<file path="src/rtl/keypad_scan.sv">
// keypad_scan: 4x3 telephone keypad scanner and debouncer.
//
// Drives one active-low row per cycle, samples the active-low columns on the
// following edge and folds each 4-row frame into NONE / KEY(k) / MULTI. A key
// is accepted (or released) only after DEBOUNCE_SCANS consecutive frames
// agree. All FSM and output updates happen on the row-3 sample edge.
//
// Ports:
//   clk        system clock (1 kHz)
//   rst        synchronous, active-high reset
//   key_col    column sense lines, active-low
//   key_row    row drive lines, active-low, exactly one low
//   key_out    one-hot digit 0..9 while accepted as held, else zero
//   key_star   high while '*' is accepted as held
//   key_hash   high while '#' is accepted as held
//   key_pulse  one-cycle strobe when a new key is accepted
module keypad_scan #(
    parameter int unsigned DEBOUNCE_SCANS = 5
) (
    input  logic       clk,
    input  logic       rst,
    input  logic [2:0] key_col,
    output logic [3:0] key_row,
    output logic [9:0] key_out,
    output logic       key_star,
    output logic       key_hash,
    output logic       key_pulse
);

    localparam logic [3:0] DebScans = 4'(DEBOUNCE_SCANS);
    // Key codes 0..9 are digits; '*' and '#' use the two codes above them.
    localparam logic [3:0] CodeStar = 4'd10;
    localparam logic [3:0] CodeHash = 4'd11;

    typedef enum logic [1:0] {
        StIdle,
        StPressWait,
        StHeld,
        StReleaseWait
    } state_e;

    logic [1:0] row_idx_q, row_idx_d;
    logic [1:0] acc_cnt_q, acc_cnt_d;
    logic [3:0] acc_code_q, acc_code_d;
    state_e     state_q, state_d;
    logic [3:0] cand_q, cand_d;
    logic [3:0] cnt_q, cnt_d;
    logic       pulse_q, pulse_d;

    // Per-row sample decode
    logic [2:0] col_low;
    logic [1:0] smp_cnt;
    logic [1:0] smp_col;
    logic [3:0] smp_code;

    // Frame-so-far including the current sample
    logic [2:0] sum_cnt;
    logic [1:0] tot_cnt;
    logic [3:0] tot_code;
    logic       frame_end;
    logic       frame_key;
    logic       frame_match;
    logic       held;

    always_comb begin
        col_low = ~key_col;
        smp_cnt = {1'b0, col_low[0]} + {1'b0, col_low[1]} + {1'b0, col_low[2]};
        // Last low column in left-to-right order; only meaningful when exactly one.
        if (col_low[2]) begin
            smp_col = 2'd2;
        end else if (col_low[1]) begin
            smp_col = 2'd1;
        end else begin
            smp_col = 2'd0;
        end
        if (row_idx_q == 2'd3) begin
            unique case (smp_col)
                2'd0:    smp_code = CodeStar;
                2'd1:    smp_code = 4'd0;
                default: smp_code = CodeHash;
            endcase
        end else begin
            smp_code = 4'(row_idx_q) * 4'd3 + 4'(smp_col) + 4'd1;
        end
    end

    always_comb begin
        sum_cnt     = 3'(acc_cnt_q) + 3'(smp_cnt);
        tot_cnt     = (sum_cnt >= 3'd2) ? 2'd2 : sum_cnt[1:0];
        tot_code    = (smp_cnt != 2'd0) ? smp_code : acc_code_q;
        frame_end   = (row_idx_q == 2'd3);
        frame_key   = (tot_cnt == 2'd1);
        frame_match = frame_key && (tot_code == cand_q);
    end

    // Row counter and frame accumulator
    always_comb begin
        row_idx_d = row_idx_q + 2'd1;
        if (frame_end) begin
            acc_cnt_d  = 2'd0;
            acc_code_d = 4'd0;
        end else begin
            acc_cnt_d  = tot_cnt;
            acc_code_d = tot_code;
        end
    end

    // Debounce FSM, advanced once per frame
    always_comb begin
        state_d = state_q;
        cand_d  = cand_q;
        cnt_d   = cnt_q;
        pulse_d = 1'b0;
        if (frame_end) begin
            case (state_q)
                StIdle: begin
                    if (frame_key) begin
                        cand_d  = tot_code;
                        cnt_d   = 4'd1;
                        state_d = StPressWait;
                    end
                end
                StPressWait: begin
                    if (frame_match) begin
                        if (cnt_q + 4'd1 == DebScans) begin
                            cnt_d   = 4'd0;
                            pulse_d = 1'b1;
                            state_d = StHeld;
                        end else begin
                            cnt_d = cnt_q + 4'd1;
                        end
                    end else begin
                        cnt_d   = 4'd0;
                        state_d = StIdle;
                    end
                end
                StHeld: begin
                    // Any other frame, including a second key, starts a release.
                    if (!frame_match) begin
                        cnt_d   = 4'd1;
                        state_d = StReleaseWait;
                    end
                end
                StReleaseWait: begin
                    if (frame_match) begin
                        cnt_d   = 4'd0;
                        state_d = StHeld;
                    end else if (cnt_q + 4'd1 == DebScans) begin
                        cnt_d   = 4'd0;
                        state_d = StIdle;
                    end else begin
                        cnt_d = cnt_q + 4'd1;
                    end
                end
                default: begin
                    cnt_d   = 4'd0;
                    state_d = StIdle;
                end
            endcase
        end
    end

    always_ff @(posedge clk) begin
        if (rst) begin
            row_idx_q  <= 2'd0;
            acc_cnt_q  <= 2'd0;
            acc_code_q <= 4'd0;
            state_q    <= StIdle;
            cand_q     <= 4'd0;
            cnt_q      <= 4'd0;
            pulse_q    <= 1'b0;
        end else begin
            row_idx_q  <= row_idx_d;
            acc_cnt_q  <= acc_cnt_d;
            acc_code_q <= acc_code_d;
            state_q    <= state_d;
            cand_q     <= cand_d;
            cnt_q      <= cnt_d;
            pulse_q    <= pulse_d;
        end
    end

    // Outputs decode straight from registers so they can only be mutually exclusive.
    always_comb begin
        held      = (state_q == StHeld) || (state_q == StReleaseWait);
        key_row   = ~(4'b0001 << row_idx_q);
        key_out   = 10'd0;
        key_star  = 1'b0;
        key_hash  = 1'b0;
        key_pulse = pulse_q;
        if (held) begin
            if (cand_q < 4'd10) begin
                key_out = 10'd1 << cand_q;
            end
            key_star = (cand_q == CodeStar);
            key_hash = (cand_q == CodeHash);
        end
    end

endmodule

</file>
<file path="config.mk">
export PLATFORM = sky130hd
export DESIGN_NAME = keypad_scan
export DESIGN_NICKNAME = d
export VERILOG_FILES = /design/src/rtl/keypad_scan.sv
export SDC_FILE = /design/constraint.sdc
export NUM_CORES = 1
export LEC_CHECK = 0
export BUFFER_PORTS_ARGS = -buffer_cell sky130_fd_sc_hd__buf_2
export CELL_PAD_IN_SITES_DETAIL_PLACEMENT = 0
export CELL_PAD_IN_SITES_GLOBAL_PLACEMENT = 2
export CORE_ASPECT_RATIO = 0.75
export CORE_UTILIZATION = 32
export CTS_BUF_LIST = sky130_fd_sc_hd__clkbuf_4 sky130_fd_sc_hd__clkbuf_8
export DETAILED_ROUTE_END_ITERATION = 8
export PLACE_DENSITY_LB_ADDON = 0.1
export SYNTH_ARGS = -nofsm -noshare
export SYNTH_HDL_FRONTEND = slang
export SYNTH_SLANG_ARGS = --single-unit
</file>
<file path="constraint.sdc">
create_clock -name clk -period 8.9 [get_ports clk]
set_clock_uncertainty 0.1 [all_clocks]
set_input_delay 2.225 -clock clk [delete_from_list [all_inputs] [get_ports clk]]
set_output_delay 2.225 -clock clk [all_outputs]
set_load 0.005 [all_outputs]
</file>
# --- Word-level counts from Yosys, hierarchy flattened ---
# Cells that the tools add are included.
# W data, S select, Z words.
classes:
  order_cmp: 2
  bitwise: 5
  eq_ne: 14
  shift: 2
  n_mux: 24
  multipliers: 1
  reduce_logical: 10
  addsub: 7
ops:
  columns: ["op", "n"]
  rows:
  - ["$mux W4", 7]
  - ["$mux W10", 2]
  - ["$mux W2", 8]
  - ["$pmux W4 S4", 1]
  - ["$shl A1 B4 Y10 const A", 1]
  - ["$add A4 B1 Y4 const B", 2]
  - ["$eq A4 B4 Y1 const B", 2]
  - ["$pmux W2 S4", 1]
  - ["$pmux W4 S2", 1]
  - ["$eq A2 B1 Y1 const B", 3]
  - ["$eq A2 B2 Y1 const B", 3]
  - ["$ne A3 B3 Y1 const B", 2]
  - ["$reduce_and A3 Y1", 2]
  - ["$reduce_and A5 Y1", 1]
  - ["$add A4 B2 Y4", 1]
  - ["$eq A4 B3 Y1 const B", 1]
  - ["$eq A4 B4 Y1", 1]
  - ["$logic_not A2 Y1", 2]
  - ["$lt A4 B4 Y1 const B", 1]
  - ["$mul A2 B2 Y4 const B", 1]
  - ["$mux W1", 4]
  - ["$ne A2 B2 Y1 const B", 2]
  - ["$not A4 Y4", 1]
  - ["$reduce_or A4 Y1", 1]
  - ["other kinds (12)", 14]
word_totals:
  register_bits: 19
  output_inout_bits: 17
  wordCells: 72

# --- Depth between registers and ports, before layout ---
# Gate-level depths: netlist of the first run.
depth:
  word_depth: 11
  mapped_depth: 12

# --- Worst setup path before layout of the first run ---
# OpenSTA, ideal clock, no wires.
synth_path:
  kind: "input port to flip-flop"
  from: "input port key_col[0]"
  to: "register cnt_q[3]"
  slack_ns: 4.048
  required_ns: 8.673
  path_buffers: 1
  t_arrival_ns: 4.624
  stages: 12
  setup_ns: 0.127
  path_cell_list: "inv_1 -> fa_1 -> ha_1 -> inv_1 -> fa_1 -> nand3_1 -> nor2_1 -> mux2i_1 -> nor4_2 -> buf_6 -> mux2i_1 -> o211ai_1"
synth_via:
  elab_chain_len: 10
  word_cells_on_any_way: 17
synth_rtl:
  columns: ["element", "line", "rtl"]
  rows:
  - ["from (decl)", "22", "input logic [2:0] key_col,"]
  - ["$not A3 Y3 (*)", "66", "col_low = ~key_col;"]
  - ["$add A1 B1 Y2 (*)", "67", "smp_cnt = {1'b0, col_low[0]} + {1'b0, col_low[1]} + {1'b0, col_low[2]};"]
  - ["$add A2 B1 Y2 (*)", "67", null]
  - ["$add A2 B2 Y3", "88", "sum_cnt = 3'(acc_cnt_q) + 3'(smp_cnt);"]
  - ["$ge A3 B2 Y1", "89", "tot_cnt = (sum_cnt >= 3'd2) ? 2'd2 : sum_cnt[1:0];"]
  - ["$mux W2", "89", null]
  - ["$eq A2 B1 Y1", "92", "frame_key = (tot_cnt == 2'd1);"]
  - ["$logic_and A1 B1 Y1", "93", "frame_match = frame_key && (tot_code == cand_q);"]
  - ["$mux W4 (tied with other cells)", "145", "if (frame_match) begin"]
  - ["$pmux W4 S4 or $reduce_and A3 Y1 (tied branches)", null, null]
  - ["to (signal assigned)", "178", "cnt_q <= cnt_d;"]
  - ["to (decl)", "47", "logic [3:0] cnt_q, cnt_d;"]
# Every way passes the cells marked *; elsewhere a longest branch is shown, timed or not.
# A chain may end at the register's enable or synchronous reset.

# --- Final worst setup path of the first run ---
layout_path:
  from: "input port key_col[2]"
  to: "register cnt_q[3]"
layout_via:
  elab_chain_len: 10
  word_cells_on_any_way: 23
layout_rtl:
  columns: ["element", "line", "rtl"]
  rows:
  - ["$not A3 Y3 (*)", "66", null]
  - ["$mux W2", "69", "if (col_low[2]) begin"]
  - ["$add A4 B2 Y4 (tied with other cells)", "83", "smp_code = 4'(row_idx_q) * 4'd3 + 4'(smp_col) + 4'd1;"]
  - ["$add A4 B1 Y4 or $pmux W4 S2 (tied branches)", "83, 77", null]
  - ["$mux W4", "76", "if (row_idx_q == 2'd3) begin"]
  - ["$mux W4", "90", "tot_code = (smp_cnt != 2'd0) ? smp_code : acc_code_q;"]
  - ["$eq A4 B4 Y1", "93", null]
  - ["$logic_and A1 B1 Y1", "93", null]
  - ["$mux W4 (tied with other cells)", "145", null]
  - ["$pmux W4 S4 or $reduce_and A3 Y1 (tied branches)", null, null]
# Marked as above.

==> results of run 1 <==
## layout by cell type, fill, tap and decap left out, drive strengths merged, types with 4 or more instances in the layout
master  count
a211oi      4
a21oi       7
buf        21
dfxtp      19
fa          4
ha         10
inv        22
mux2i       4
nand2      10
nand2b      4
nand4       4
nor2       23
nor2b       4
nor3       10
nor4        6
## per-stage QoR
step	instances	power [W]	setup WS, ns	area (um2)	util
3_3_place_gp	244	0.000170	3.24	1600	0.379
3_5_place_dp	244	0.000171	3.11	1600	0.379
2_1_floorplan	176	0.000156	4.05	1480	-
5_1_grt	248	0.000247	3.08	1650	0.390
4_1_cts	248	0.000233	3.38	1650	0.390
6_report	248	0.000229	3.41	1650	0.390
## worst min path at each step
| stage | from | end | slack (ns) | depth (start not counted) |
|---|---|---|---|---|
| 2_1_floorplan | cnt_q[2] | cnt_q[2] | 0.36 | 2 |
| 3_3_place_gp | cnt_q[2] | cnt_q[2] | 0.39 | 2 |
| 3_5_place_dp | cnt_q[2] | cnt_q[2] | 0.39 | 2 |
| 4_1_cts | cnt_q[2] | cnt_q[2] | 0.40 | 2 |
| 5_1_grt | cnt_q[2] | cnt_q[2] | 0.43 | 2 |
| 6_report | cnt_q[2] | cnt_q[2] | 0.40 | 2 |
## layer usage
layer / vias to the layer above / part of all wire / wire [um]
met4: 0 / 0.0035 / 12
met1: 592 / 0.55 / 1850
met3: 2 / 0.033 / 110
met2: 20 / 0.42 / 1410
met5: - / 0 / 0
li1: 642 / - / -
## worst reg2reg max path, stage by stage (launching register included)
cell and delay [ns]:
dfxtp_1 0.39, fa_1 0.60, inv_1 0.07, fa_1 0.43
xnor2_1 0.26, a31oi_4 0.14, xnor2_1 0.15, nor4_2 0.97
mux2_1 0.39, o211ai_1 0.08
## cell type report
cell class	instances	area (um2)
inverters	22	82.6
flip-flops and latches	19	380
multi-input cells	127	966
clock buffers	3	41.3
repair buffers	21	105
clock inverters	1	5.00
fillers	454	2580
well taps	55	68.8
## registers in the layout, indices dropped and copies added, names as in the netlist, named ones only
| signal | cells |
|---|---|
| acc_cnt_q | 2 |
| row_idx_q | 2 |
| state_q | 1 |
| cnt_q | 4 |
| acc_code_q | 4 |
| cand_q | 4 |
| key_pulse | 1 |
## power breakdown
group          total (W)  switching [W]  internal (W)
registers      0.0000974     0.00000547     0.0000920
clock network  0.0000605      0.0000293     0.0000312
logic          0.0000708      0.0000409     0.0000299
## kinds of logic (layout without fill, tap and decap cells)
family,count (synthesis),after routing,share of synthesized area
DFF,19,19,0.258
adders and majority gates,14,14,0.139
xor gates and xnor gates,4,4,0.0288
and+or+nand+nor,80,80,0.296
AOI/OAI and AO/OA,24,24,0.156
buffers and inverters,30,47,0.0881
muxes,5,5,0.0347
==> results.ini, run 1 <==
[status]
status=finished, final reports clean

[floorplanning]
initial_core_util=0.349
rows=20
core-area_um2=4230
die-area_um2=4890
io_pins=22
die_w_um=80.4
die_y_um=60.8

[global_routing]
gr-usage-all-layers=0.156
grt_use_met1=0.223
antenna_found_initial=0
grt_pass1_wl_mm=5.71
grt.overflow.total=0
grtUsageMet3=0.0406
busiest_layer=met2
met2_usage=0.235
first_global_vias=1136
grt_max_degree=16

[cts]
cts_tree=done
clock_latency_ns=0.26
cts_resized=0
cts-buffers-inserted=3
clk_pin_slew_ns=0.07
ctsHtreeMaxLevel=1
ctsHoldBuffers=0
clockBufferDepth=2
clkSinkCount=19
cts_root_buffer=clkbuf_8
post_cts_buffers=0

[synthesis]
synth.avg_cell_area_um2=8.39
ys_types=48
yosys.area.top_type_share=0.258
syn_area_um2=1480
syn_nets=195
synthCells=176
synth_most_common_cell=nor2_1
ys_async_sr_fraction=0
yosys_warnings=0
synth_commonest_cells=nor2_1 (23), dfxtp_1 (19), inv_1 (19)
synth.ff_latch_count=19
yosys-top-cells-area=dfxtp_1 (26%), ha_1 (8.5%), nor2_1 (5.8%), fa_1 (5.4%), inv_1 (4.8%)
yosysSeqAreaShare=0.258
synth_edf_count=0
synth-main-ff-cell=dfxtp_1
yosysTopAreaCell=dfxtp_1

[worst_setup_path]
crit_type=input port to flop
cp_max_fo=11
slowest_stage=nor4_2
reg2reg_from=row_idx_q[0]
crit_start=key_col[2]
crit_buf_inv=3
crit_arrival_ns=5.58
reg2reg_slack_ns=5.24
crit_path_end=cnt_q[3]
crit_required_ns=8.98
r2r-end=cnt_q[3]
reg2reg_depth=9
start_kind=input port
cp.depth=12
cp_slowest_stage_delay_ns=0.87
cpLargestDelayFamily=adder cells
end_kind=flop
path_cells=buf_2 > inv_1 > fa_1 > ha_1 > inv_1 > fa_1 > nand3_1 > nor2_1 > mux2i_1 > nor4_2 > mux2_1 > o211ai_1

[detailed_routing]
totalWireLength_mm=3.38
drt-initial-drc-count=45
num_vias=1256
drc=0
avgViaCountPerCell=5.06
ant_nets=0
avgRoutedWirePerCell_um=13.6
drtPass1Iterations=4

[timing]
timing.hold.ws_ns=0.405
final_hold_viol_count=0
fmax_ghz=0.182
tns_ns=0
finalCritPeriodShare=0.617
rsz0062_at_grt=false
slew-limit-headroom=0.228
fin_crit_ns=5.49
finalSetupViolCount=0
slew_viol_final=0
tightest_slew_ns=1.15

[placed_design]
port-buffer-count=21
hpwl_mm=2.68
place_congestion=0.798

[min_path]
hold_class=flop to flop

[final_layout]
drive_gt1_frac=0.202
syn_to_final_growth_pct=11.7
antenna_cells=0
fin_nets=213

[pwr]
p_leak_nw=0.630
p_per_area_nw_per_um2=139
ir_drop_uv=44.1

[run]
cap_viol_max_count=0

Power figures use the tool's default switching activity.
==> inputs of run 2 (changes only) <==
Clock period 8.9 ns to 4.44 ns, I/O delays scaled along.
==> run 2 against run 1 <==
Effect of this change:
- core utilization increased by 0.35 points
- non-clock buffer count increased by 2
- die area unchanged
- largest power group unchanged
- flip-flop and latch count unchanged
- worst hold slack got worse by 0.011 ns
- routed wire length increased by 1.8%
- cell area increased by 0.91%
- first-iteration DRC count decreased by 24%
- global-route usage increased by 0.97 points
- setup slack got worse by 2.8 ns
==> results.ini, run 2 (synthesis results as in run 1) <==
[detailed_routing]
num_vias=1268  ; +0.96%
totalWireLength_mm=3.44  ; +1.8%
ant_nets=0  ; unchanged
avgRoutedWirePerCell_um=13.8  ; +0.96%
avgViaCountPerCell=5.07  ; +0.15%
drc=0  ; unchanged
drtPass1Iterations=4  ; unchanged
drt-initial-drc-count=34  ; -24%

[floorplanning]
rows=20  ; unchanged
die_w_um=80.4  ; unchanged
io_pins=22  ; unchanged
core-area_um2=4230  ; unchanged
die_y_um=60.8  ; unchanged
die-area_um2=4890  ; unchanged
initial_core_util=0.349  ; unchanged

[worst_setup_path]
end_kind=flop
crit_required_ns=4.53  ; -4.45 ns
cp_slowest_stage_delay_ns=0.67  ; -0.20 ns
start_kind=input port
crit_type=input port to flop
slowest_stage=fa_1
path_cells=buf_2 > inv_1 > fa_1 > ha_1 > inv_1 > fa_1 > nand3_1 > nor2_1 > mux2i_1 > nor4_2 > buf_4 > mux2_1 > o211ai_1
crit_arrival_ns=3.92  ; -1.66 ns
cp_max_fo=11  ; unchanged

[timing]
finalSetupViolCount=0  ; unchanged
worst_slack_ns=0.614  ; -2.79 ns
tns_ns=0  ; unchanged
final_hold_viol_count=0  ; unchanged
slew-limit-headroom=0.638  ; +0.410
fmax_ghz=0.261
tightest_slew_ns=0.543  ; -0.605 ns
fin_crit_ns=3.83
slew_viol_final=0  ; unchanged
rsz0062_at_grt=false
finalCritPeriodShare=0.862

[pwr]
total_power_w=0.000466  ; +100%
p_per_area_nw_per_um2=280  ; +100%
p_leak_nw=0.640  ; +1.7%
ir_drop_uv=136  ; +210%

[cts]
cts-buffers-inserted=3  ; unchanged
clock_latency_ns=0.26  ; about the same
post_cts_buffers=0  ; unchanged
clkSinkCount=19  ; unchanged
clk_pin_slew_ns=0.08  ; about the same
cts_resized=0  ; unchanged
cts_tree=done
cts_root_buffer=clkbuf_8
ctsHtreeMaxLevel=1  ; unchanged
clockBufferDepth=2  ; unchanged
ctsHoldBuffers=0  ; unchanged

[final_layout]
fin_nets=215  ; +0.94%
fillCellCount=429  ; -5.5%
final_cell_mix=nor2_1 (23), buf_2 (21), inv_1 (19), dfxtp_1 (19)
layout.cells.most_common=nor2_1
antenna_cells=0  ; unchanged
drive_gt1_frac=0.210  ; +0.00818
largest_registers=acc_code_q: 4 flops, cand_q: 4 flops, cnt_q: 4 flops
syn_to_final_growth_pct=12.7

[placed_design]
place_ws_ns=0.331  ; -2.78 ns
hpwl_mm=2.69  ; +0.39%
place_congestion=0.824  ; +3.3%
port-buffer-count=21  ; unchanged

[global_routing]
antenna_found_initial=0  ; unchanged
gr-usage-all-layers=0.166  ; +0.00967
first_global_vias=1209  ; +6.4%
grt_pass1_wl_mm=6.14  ; +7.5%
grt_max_degree=16  ; unchanged
grt.overflow.total=0  ; unchanged

[status]
status=finished, final reports clean

[run]
cap_viol_max_count=0  ; unchanged

[min_path]
hold_class=flop to flop

[run 2: cell types whose count changed in the layout (fill, tap and decap cells not counted), sizes merged]
cell | before | now
buf | 21 | 23
[run 2: per-layer routing]
layer | share of wire | GRT usage | vias up
met2 | 0.40 | 0.247 | 20
li1 | - | - | 644
met3 | 0.041 | 0.0361 | 2
met4 | 0.0032 | 0.0306 | 0
met5 | 0 | 0 | -
met1 | 0.55 | 0.247 | 602
[run 2: critical path: cells and delay by family]
family                   cells  cell delay, ns
adder cells (fa/ha/maj)      3            1.36
multiplexers                 2            0.43
AND/OR/NAND/NOR              3            0.47
AO/OA/AOI/OAI                1            0.08
buffers and inverters        4            0.46
[run 2: worst paths after layout]
check	start	endpoint	slack, ns	cells after the start
setup / recovery	key_col[2]	cnt_q[3]	0.61	13
hold / removal	cnt_q[2]	cnt_q[2]	0.39	2
setup reg to reg	row_idx_q[0]	state_q[0]	1.28	10
hold reg to reg	cnt_q[2]	cnt_q[2]	0.39	2
[run 2: stage by stage]
stage          area, um2  hold slack (ns)  std cells   util
3_5_place_dp        1620            0.389        246  0.383
2_1_floorplan       1480            0.363        176      -
5_1_grt             1660            0.421        250  0.393
4_1_cts             1660            0.400        250  0.393
3_3_place_gp        1620            0.389        246  0.383
6_report            1660            0.394        250  0.393
[run 2: report_power, final]
group | switching (W) | internal [W]
clock | 0.0000631 | 0.0000626
sequential | 0.0000110 | 0.000184
combinational | 0.0000830 | 0.0000618
[run 2: layout make-up]
type,count,area (um2),share of cell area
multi-input cells,127,966,0.580
flip-flops and latches,19,380,0.229
repair buffers,23,120,0.0722
inverters,22,82.6,0.0496
well taps,55,68.8,0.0414
clock buffers,3,41.3,0.0248
clock inverters,1,5.00,0.00301
==> inputs of run 3 (changes only) <==
Settings changed: RECOVER_POWER set to 50.
==> run 3 against run 2 <==
Effect of this change:
- sequential share of layout area up 0.60 points
- non-clock buffer count unchanged
- die area unchanged
- final cell count unchanged
- critical path type unchanged
- largest cell class unchanged
- critical path depth down 2
- cell area down 2.6%
- clock-buffer cell count unchanged
- setup slack worse by 0.086 ns
- combinational power down 8%
- total power down 2.7%
- sequential power about the same
==> results.ini, run 3 (synthesis results as in run 1) <==
[status]
status=finished, final reports clean

[floorplanning]
rows=20  ; unchanged
die_y_um=60.8  ; unchanged
die-area_um2=4890  ; unchanged
io_pins=22  ; unchanged
core-area_um2=4230  ; unchanged
initial_core_util=0.349  ; unchanged
die_w_um=80.4  ; unchanged

[placed_design]
port-buffer-count=21  ; unchanged
dpl_cell_area_um2=1620  ; unchanged
place_congestion=0.824  ; unchanged
place_ws_ns=0.331  ; unchanged
hpwl_mm=2.69  ; unchanged

[min_path]
hold_class=flop to flop
whs_path_depth=2  ; unchanged
hold_start=cnt_q[2]
holdPathEnd=cnt_q[2]

[global_routing]
grt_pass1_wl_mm=6.14  ; unchanged
grt.overflow.total=0  ; unchanged
met2_usage=0.247  ; unchanged
grtUsageMet3=0.0361  ; unchanged
first_global_vias=1209  ; unchanged
antenna_found_initial=0  ; unchanged
gr-usage-all-layers=0.166  ; unchanged
grt_use_met1=0.247  ; unchanged
busiest_layer=met2
grt_max_degree=16  ; unchanged

[worst_setup_path]
crit_type=input port to flop
end_kind=flop
reg2reg_slack_ns=1.17  ; -0.11 ns
reg2reg_from=row_idx_q[0]
cp_max_fo=11  ; unchanged
reg2reg_depth=9  ; -1
start_kind=input port
r2r-end=cnt_q[3]
crit_required_ns=4.53  ; about the same
crit_arrival_ns=4.00  ; +0.08 ns

[cts]
ctsHtreeMaxLevel=1  ; unchanged
cts-buffers-inserted=3  ; unchanged
post_cts_buffers=0  ; unchanged
cts_resized=0  ; unchanged
clkSinkCount=19  ; unchanged
clock_latency_ns=0.26  ; about the same
clk_pin_slew_ns=0.08  ; about the same
cts_tree=done
cts_root_buffer=clkbuf_8
ctsHoldBuffers=0  ; unchanged
clockBufferDepth=2  ; unchanged

[detailed_routing]
drc=0  ; unchanged
avgRoutedWirePerCell_um=13.9  ; +0.87%
totalWireLength_mm=3.47  ; +0.87%
drtPass1Iterations=4  ; unchanged
ant_nets=0  ; unchanged
num_vias=1271  ; +0.24%
avgViaCountPerCell=5.08  ; +0.24%
drt-initial-drc-count=29  ; -15%

[final_layout]
drive_gt1_frac=0.133  ; -0.0769
finalInstanceArea_um2=1620  ; -2.6%
post-route-util=0.383  ; -0.0101
syn_to_final_growth_pct=9.83
antenna_cells=0  ; unchanged
layout.cells.most_common=nor2_1
final_cell_mix=nor2_1 (23), inv_1 (21), dfxtp_1 (19)
fillCellCount=440  ; +2.6%
fin_nets=215  ; unchanged
largest_registers=acc_code_q: 4 flops, cand_q: 4 flops, cnt_q: 4 flops

[pwr]
p_per_area_nw_per_um2=279  ; -0.19%
ir_drop_uv=133  ; -1.7%
p_leak_nw=0.595  ; -7.1%

[timing]
finalCritPeriodShare=0.881  ; +0.0194
rsz0062_at_grt=false
slew-limit-headroom=0.538  ; -0.100
tightest_slew_ns=0.693  ; +0.150 ns
fin_crit_ns=3.91  ; +0.0861 ns
worst_slack_ns=0.528  ; -0.0861 ns
fmax_ghz=0.256  ; -2.2%
finalSetupViolCount=0  ; unchanged
slew_viol_final=0  ; unchanged
final_hold_viol_count=0  ; unchanged
tns_ns=0  ; unchanged

[run]
cap_viol_max_count=0  ; unchanged

## run 3: cell types whose count changed in the layout (fill, tap and decap cells not counted)
| cell | before | now |
|---|---|---|
| or2_0 | 0 | 1 |
| inv_1 | 19 | 21 |
| a31oi_4 | 1 | 0 |
| clkbuf_1 | 0 | 10 |
| buf_2 | 21 | 11 |
| or2_4 | 1 | 0 |
| a211oi_1 | 3 | 4 |
| a211oi_4 | 1 | 0 |
| inv_2 | 3 | 1 |
| a31oi_1 | 2 | 3 |
## run 3: routing by layer
layer  wire length (um)  vias up
li1                   -      645
met1               1920      602
met2               1380       22
met3                151        2
met4                 11        0
met5                  0        -
## run 3: worst max-delay path by stage
| stage | start | endpoint | slack, ns |
|---|---|---|---|
| finish | key_col[2] | cnt_q[3] | 0.53 |
| global route | key_col[2] | cnt_q[3] | 0.20 |
| CTS | key_col[2] | cnt_q[3] | 0.58 |
| detailed placement | key_col[2] | cnt_q[3] | 0.33 |
| global placement | key_col[2] | cnt_q[3] | 0.43 |
| floorplan | key_col[0] | cnt_q[3] | 0.70 |
## run 3: report_power, final
group,switching (W),leakage [nW],internal [W],total (W)
Sequential,0.0000110,0.155,0.000184,0.000195
Combinational,0.0000785,0.414,0.0000544,0.000133
Clock,0.0000622,0.0255,0.0000625,0.000125
## run 3: area by class of cell
cell class                      instances  area [um2]  share of cell area
Clock inverter                          1        5.00             0.00309
Clock buffer                            3        41.3              0.0255
Tap cell                               55        68.8              0.0424
Inverter                               22        82.6              0.0509
Sequential cell                        19         380               0.235
Timing Repair Buffer                   23         108              0.0664
Multi-Input combinational cell        127         936               0.577
## run 3: worst max-delay path, stage by stage
cell and delay [ns]:
clkbuf_1 0.15, inv_1 0.11, fa_1 0.37, ha_1 0.33, a211oi_1 0.61, and2_1 0.26, a311oi_2 0.13, nor4_2 0.29
buf_4 0.23, mux2_1 0.33, o211ai_1 0.08
## run 3: per-stage QoR
| step | std cells | hold slack (ns) | power [W] |
|---|---|---|---|
| 2_1_floorplan | 176 | 0.363 | 0.000313 |
| 3_5_place_dp | 246 | 0.389 | 0.000345 |
| 3_3_place_gp | 246 | 0.389 | 0.000343 |
| 6_report | 250 | 0.393 | 0.000453 |
| 5_1_grt | 250 | 0.421 | 0.000486 |
| 4_1_cts | 250 | 0.400 | 0.000471 |
